[src/rtl/cdr_dbg_monitor.sv]
// CDR debug monitor: bang-bang lock detector, control-word snapshot and a
// registered, mode-selected debug byte port.
module cdr_dbg_monitor #(
   parameter int CTRL_W    = 32,
   parameter int FCW_W     = 32,
   parameter int WIN_LOG2  = 6,
   parameter int LOCK_THR  = 8,
   parameter int LOCK_WINS = 4
) (
   input  logic                     clk,
   input  logic                     rst_n,
   input  logic                     ena,
   input  logic                     sample_en,
   input  logic                     d_bb,
   input  logic [1:0]               d_q2,
   input  logic signed [CTRL_W-1:0] v_ctrl,
   input  logic signed [FCW_W-1:0]  dfcw,
   input  logic                     cmd_snap,
   input  logic [1:0]               mode,
   input  logic [2:0]               byte_sel,
   output logic [7:0]               dbg_out,
   output logic                     locked,
   output logic                     snap_valid
);

   localparam int BAL_W = WIN_LOG2 + 2;
   localparam logic [WIN_LOG2-1:0] WIN_LAST = '1;

   logic [WIN_LOG2-1:0]       win_cnt;
   logic signed [BAL_W-1:0]   bal, bal_next, bal_step, last_bal;
   logic [3:0]                good_cnt, good_next;
   logic                      win_close, bal_good;
   logic                      snap_prev, snap_armed, snap_edge;
   logic signed [CTRL_W-1:0]  snap_ctrl;
   logic signed [FCW_W-1:0]   snap_fcw;
   logic [7:0]                ctrl_byte, fcw_byte, dbg_next;

   function automatic logic signed [5:0] sat6(input logic signed [BAL_W-1:0] v);
      if (int'(v) > 31)
         return 6'sd31;
      else if (int'(v) < -32)
         return -6'sd32;
      else
         return 6'(v);
   endfunction

   // Window balance including the current sample, so the closing sample counts.
   always_comb begin
      bal_step  = d_bb ? BAL_W'(1) : {BAL_W{1'b1}};
      bal_next  = sample_en ? bal + bal_step : bal;
      win_close = sample_en && (win_cnt == WIN_LAST);
      bal_good  = (int'(bal_next) <= LOCK_THR) && (int'(bal_next) >= -LOCK_THR);
      if (!bal_good)
         good_next = '0;
      else if (good_cnt == 4'(LOCK_WINS))
         good_next = good_cnt;
      else
         good_next = good_cnt + 4'd1;
   end

   // snap_armed blocks a cmd_snap that was already high when reset released.
   assign snap_edge = cmd_snap && !snap_prev && snap_armed;

   always_comb begin
      ctrl_byte = (int'(byte_sel) < CTRL_W/8) ? 8'(snap_ctrl >> {byte_sel, 3'b000}) : 8'h00;
      fcw_byte  = (int'(byte_sel) < FCW_W/8)  ? 8'(snap_fcw  >> {byte_sel, 3'b000}) : 8'h00;
      case (mode)
         2'd0:    dbg_next = {dfcw[FCW_W-1], v_ctrl[CTRL_W-1], d_q2[1], d_q2[0],
                              d_bb, locked, sample_en, 1'b0};
         2'd1:    dbg_next = ctrl_byte;
         2'd2:    dbg_next = fcw_byte;
         default: dbg_next = {locked, snap_valid, sat6(last_bal)};
      endcase
   end

   always_ff @(posedge clk) begin
      if (!rst_n) begin
         win_cnt    <= '0;
         bal        <= '0;
         last_bal   <= '0;
         good_cnt   <= '0;
         locked     <= 1'b0;
         snap_prev  <= 1'b0;
         snap_armed <= ~cmd_snap;
         snap_ctrl  <= '0;
         snap_fcw   <= '0;
         snap_valid <= 1'b0;
         dbg_out    <= '0;
      end else begin
         snap_prev  <= cmd_snap;
         snap_armed <= snap_armed | ~cmd_snap;
         if (snap_edge) begin
            snap_ctrl  <= v_ctrl;
            snap_fcw   <= dfcw;
            snap_valid <= 1'b1;
         end
         if (sample_en)
            win_cnt <= win_cnt + 1'b1;
         if (win_close) begin
            bal      <= '0;
            last_bal <= bal_next;
            good_cnt <= good_next;
            locked   <= (good_next == 4'(LOCK_WINS));
         end else begin
            bal <= bal_next;
         end
         dbg_out <= ena ? dbg_next : 8'h00;
      end
   end

endmodule

[config.mk]
export PLATFORM = sky130hd
export DESIGN_NAME = cdr_dbg_monitor
export DESIGN_NICKNAME = d
export VERILOG_FILES = /design/src/rtl/cdr_dbg_monitor.sv
export SDC_FILE = /design/constraint.sdc
export NUM_CORES = 1
export LEC_CHECK = 0
export ABC_AREA = 1
export CORE_ASPECT_RATIO = 0.7
export CORE_MARGIN = 10
export CORE_UTILIZATION = 35
export DETAILED_ROUTE_END_ITERATION = 6
export PLACE_DENSITY = 0.64
export SETUP_SLACK_MARGIN = 0.3
export SLEW_MARGIN = 20
export SYNTH_ARGS = -nofsm -noshare
export SYNTH_HDL_FRONTEND = slang
export SYNTH_SLANG_ARGS = --single-unit
[constraint.sdc]
create_clock -name clk -period 2.45 [get_ports clk]
set_clock_uncertainty 0.15 [all_clocks]
set_input_delay 0.49 -clock clk [delete_from_list [all_inputs] [get_ports clk]]
set_output_delay 0.49 -clock clk [all_outputs]
set_load 0.01 [all_outputs]
# Word-level counts from Yosys, hierarchy flattened
# Index checks and enable logic that the tools add are counted.
# W data, S select, Z words.
# op_classes
reduce_logical	8
div	0
multipliers	0
bitwise	3
n_eq_ne	5
shifts	2
order_cmp	5
addsub	3
mux	10
# op_table
operator	count
$shr A32 B6 Y8	2
$mux W8	4
$pmux W8 S3	1
$mux W6	2
$add A8 B8 Y8	1
$eq A4 B3 Y1 const B	2
$ge A8 B4 Y1 const B	1
$gt A8 B6 Y1 const B	1
$le A8 B5 Y1 const B	1
$lt A8 B6 Y1 const B	1
$mux W4	2
$add A6 B1 Y6 const B	1
$eq A6 B6 Y1 const B	1
$add A4 B1 Y4 const B	1
$logic_and A1 B1 Y1	4
$lt A3 B3 Y1 const B	1
$eq A2 B1 Y1 const B	1
$eq A2 B2 Y1 const B	1
$logic_not A2 Y1	1
$not A1 Y1	2
$reduce_and A2 Y1	1
$reduce_or A2 Y1	1
$logic_not A1 Y1	1
$mux W1	1
$or A1 B1 Y1	1
# word_totals
n_memories	0
word_cells	47
latchBits	0
rom_bits	0
mem_bits_rw	0
regBits	102

# Logic depth before layout (Yosys ltp)
# depth
depth_word	7
mapped_depth	15
mapped_depth_nobuf	15

# Worst setup path before layout
# Ideal clock, no wire load.
# synth_path
path_kind	input-to-reg
start	input port d_bb
end	register good_cnt[3]
setup_slack_ns	0.321
setup_ns	0.070
required_time_ns	2.230
arrival_ns	1.909
n_path_buf	0
stages	15
path_cell_list	inv_1 > fa_1 > nand2_1 > nand2_1 > nand2_1 > nand2_1 > nand2_1 > nand2_1 > nand2_1 > nand2_1 > nor2_1 > nand3_1 > nand2_2 > nand2_1 > a21oi_1
# synth_between
elab_chain_cells	6
word_cells_on_any_way	7
classes_between	1 x add/sub; 2 x order compare; 3 x mux; 1 x reduce/logical
# synth_lines
item	line_no	rtl
from (decl)	14	input logic d_bb,
$mux W8 (*)	49	bal_step = d_bb ? BAL_W'(1) : {BAL_W{1'b1}};
$add A8 B8 Y8 (*)	50	bal_next = sample_en ? bal + bal_step : bal;
$mux W8 (*)	50	
$le A8 B5 Y1 or $ge A8 B4 Y1 (tied branches)	52	bal_good = (int'(bal_next) <= LOCK_THR) && (int'(bal_next) >= -LOCK_THR);
$logic_and A1 B1 Y1 (*)	52	
$mux W4 (*)	53	if (!bal_good)
to (signal assigned)	102	good_cnt <= good_next;
to (decl)	31	logic [3:0] good_cnt, good_next;
# Every way passes the cells marked *; elsewhere a longest branch is shown, timed or not.
# A chain may end at the register's enable or synchronous reset.

# Worst setup path after layout
# layout_path
start	input port sample_en
end	register good_cnt[3]
# layout_between
elab_chain_cells	4
word_cells_on_any_way	6
classes_between	2 x order compare; 2 x mux; 2 x reduce/logical
# layout_lines
item	line_no	rtl
from (decl)	13	input logic sample_en,
$mux W8	50	
$le A8 B5 Y1 or $ge A8 B4 Y1 (tied branches)	52	
$logic_and A1 B1 Y1	52	
$mux W4	53	
# Parallel ways exist; a longest one is shown, timed or not.

==> impl_metrics.tcl <==
set metrics [dict create \
    clk_pin_slew_ns 0.06 \
    die_y_um 117 \
    hold_depth 2 \
    setup_ws_ns 0.442 \
    grt_pass1_wl_mm 22.1 \
    outcome "complete, no violations" \
    antenna_cells 0 \
    remaining_drc_errors 0 \
    synth_nets 767 \
    final_core_util_pct 47.6 \
    setup_viol 0 \
    coreArea_mm2 0.0131 \
    slew_viol_final 0 \
    vias 4668 \
    clk_latency_ns 0.34 \
    slew_headroom_pct 63.8 \
    gp_congestion 0.856 \
    max-vdd-ir-drop_v 0.000393 \
    avgSynthCellArea_um2 6.90 \
    startpoint_type "input port" \
    final_hold_viol_count 0 \
    crit_path_frequent_cell "nand2_1" \
    antenna_found_initial 0 \
    worstPathRequired_ns 2.58 \
    crit_chain "clkdlybuf4s50_1 -> buf_6 -> buf_4 -> or2_2 -> nand2_1 -> nand2_1 -> nor2_1 -> nand3_1 -> nand2_2 -> nand2_1 -> a21oi_2" \
    reg2reg_depth 12 \
    synth_cells 680 \
    grt_setup_unrepaired "true" \
    grt_overflow 0 \
    min_from "snap_armed" \
    fmax_ghz 0.498 \
    ys_warn_count 0 \
    floorplan.initialDensity_pct 35.7 \
    fp.dieW_um 158 \
    drive_gt1_share_pct 8.89 \
    p_leak_nw 2.64 \
    io_pins 87 \
    cts_setup_buffers 0 \
    hold_end "snap_armed" \
    multiInputGateArea_mm2 0.00232 \
    fillers 1282 \
    total_power_mw 4.09 \
    root_buffer "clkbuf_16" \
    register_area_mm2 0.00205 \
    powerDensity_mw_per_mm2 654 \
    drt-pass1-iter-count 5 \
    grt_pass1_vias 4482 \
    tightestPinTransition_ns 0.543 \
    final-instance-count-excl-fill 942 \
    endpoint_kind "flip-flop" \
    clkSinkCount 102 \
    ys_types 29 \
    worstPathMaxFanout 11 \
    period_needed_ns 2.01 \
    holdCritPathClass "flip-flop to flip-flop" \
    cts_buffer_depth 2 \
    drtAntennaViolNets 0 \
    htree_num_levels 3 \
    viasPerCell 4.96 \
    finalNetCount 858 \
    synth-seq-cells 102 \
    dpl.hpwl_mm 10.7 \
    timing.final.crit_share_pct 82.0 \
    drt-wirelength-per-cell_um 14.7 \
    dp.cells 926 \
    timing.rr.start "bal[0]" \
    grt_max_degree 64 \
    drt_iter0_markers 347 \
    drt_wl_total_mm 13.9 \
    seq_area_frac_synth_pct 43.5 \
    r2r_setup_slack_ns 0.49 \
    syn_area_mm2 0.00469 \
    cts_tree "done" \
    grt_use_total_pct 14.8 \
    dieArea_mm2 0.0185 \
    syn_to_final_growth_pct 33.4 \
    worst-setup-path-type "input port to flip-flop" \
    cp_slowest_stage_delay_ns 0.42 \
    arrival_ns 2.13 \
    cts_made_buffers 9 \
    drv_cap 0 \
    portBuffers 86 \
    slowest_stage "clkdlybuf4s50_1" \
    post-place-ws_ns -0.453 \
    finalHoldWorstSlack_ns 0.287 \
    num_rows 35 \
    rr_endpoint "good_cnt[3]" \
]
[critical path: cells and delay by family]
family	cells	cell delay (ns)
AOI/OAI and AO/OA	1	0.12
buffers and inverters	3	0.72
and+or+nand+nor	7	0.80
[cells by family (layout without fill, tap and decap cells)]
group,after synthesis,after routing,synth area share (%)
AOI/OAI and AO/OA,186,186,20.5
xor gates and xnor gates,3,3,0.560
adders and majority gates,10,10,2.83
buffers and inverters,95,191,7.90
DFF,102,102,43.5
and+or+nand+nor,284,284,24.7
[cells in the mapped netlist]
library cell	number	area, um^2
xor2_1	1	8.76
inv_1	58	218
ha_1	9	113
buf_1	1	3.75
nand3b_1	2	15.0
a21oi_1	45	225
buf_2	5	25.0
nand2_2	2	12.5
a41oi_1	4	35.0
fa_1	1	20.0
o21a_1	1	7.51
or2_1	1	6.26
nor2_4	1	11.3
or2_2	5	31.3
nor2_1	135	507
dfxtp_1	102	2040
buf_4	2	15.0
nor3_1	2	10.0
o21ai_1	1	5.00
nand4_1	4	25.0
o22ai_1	2	12.5
o221ai_1	1	8.76
nand3_1	37	185
clkbuf_1	27	101
o211ai_1	2	15.0
nand2_1	95	357
xnor2_1	2	17.5
inv_2	2	7.51
o21ai_0	130	651
[final cells by class]
class / count / area share [%]
clock buffers: 13 / 4.32
inverters: 60 / 3.64
multi-input cells: 483 / 37.0
clock inverters: 3 / 1.04
repair buffers: 115 / 17.9
well taps: 166 / 3.32
flip-flops and latches: 102 / 32.7
[worst max-delay path by stage]
| stage | endpoint | cells past startpoint | start |
|---|---|---|---|
| final | good_cnt[3] | 11 | sample_en |
| after global routing | good_cnt[1] | 15 | d_bb |
| after CTS | good_cnt[3] | 16 | d_bb |
| after detailed placement | good_cnt[3] | 14 | d_bb |
| after global placement | good_cnt[3] | 16 | d_bb |
| after floorplan | good_cnt[3] | 15 | d_bb |
[layout by cell type (no fill, tap or decap), types with 3 or more instances in the layout]
cell type        instances
nand3_1                 36
a41oi_1                  4
clkbuf_8                 3
buf_12                   4
buf_4                   24
a21oi_1                 43
nand4_1                  4
inv_1                   56
dfxtp_1                100
nor2_1                 134
o21ai_0                130
clkbuf_16                9
nand2_1                 92
ha_1                     8
nand2_2                  5
clkdlybuf4s50_1         84
or2_2                    5
inv_2                    3
[timing repair]
action                     4_1_cts  5_1_grt
resized for setup                6       12
setup endpoints to repair       13       10
hold buffers                     0        0
pin swaps                        0        3
cloned                           0        0
[stage by stage]
step	TNS, ns	cell area, um^2
after floorplan	0	4690
after global placement	-2.32	5880
after detailed placement	-3.51	5880
after CTS	0	6220
after global routing	0	6260
final	0	6260
[where the power goes]
group / internal (mW) / total, mW / leakage, nW / switching [mW]
Combinational: 0.327 / 0.705 / 1.64 / 0.378
Sequential: 1.76 / 1.82 / 0.839 / 0.0559
Clock: 0.977 / 1.57 / 0.166 / 0.589
[registers in the layout (all words and copies together) (netlist names)]
signal,count
bal,8
snap_fcw,32
snap_ctrl,32
snap_armed,1
dbg_out,8
win_cnt,6
snap_valid,1
last_bal,8
good_cnt,4
locked,1
snap_prev,1
[layer usage]
layer	vias to the layer above	share of wire, %	track usage, %
met4	0	0.79	2.83
li1	2407	-	-
met2	158	41	21.2
met1	2090	50	21.5
met3	13	8.1	4.13
met5	-	0	0
Power figures use the tool's default switching activity.
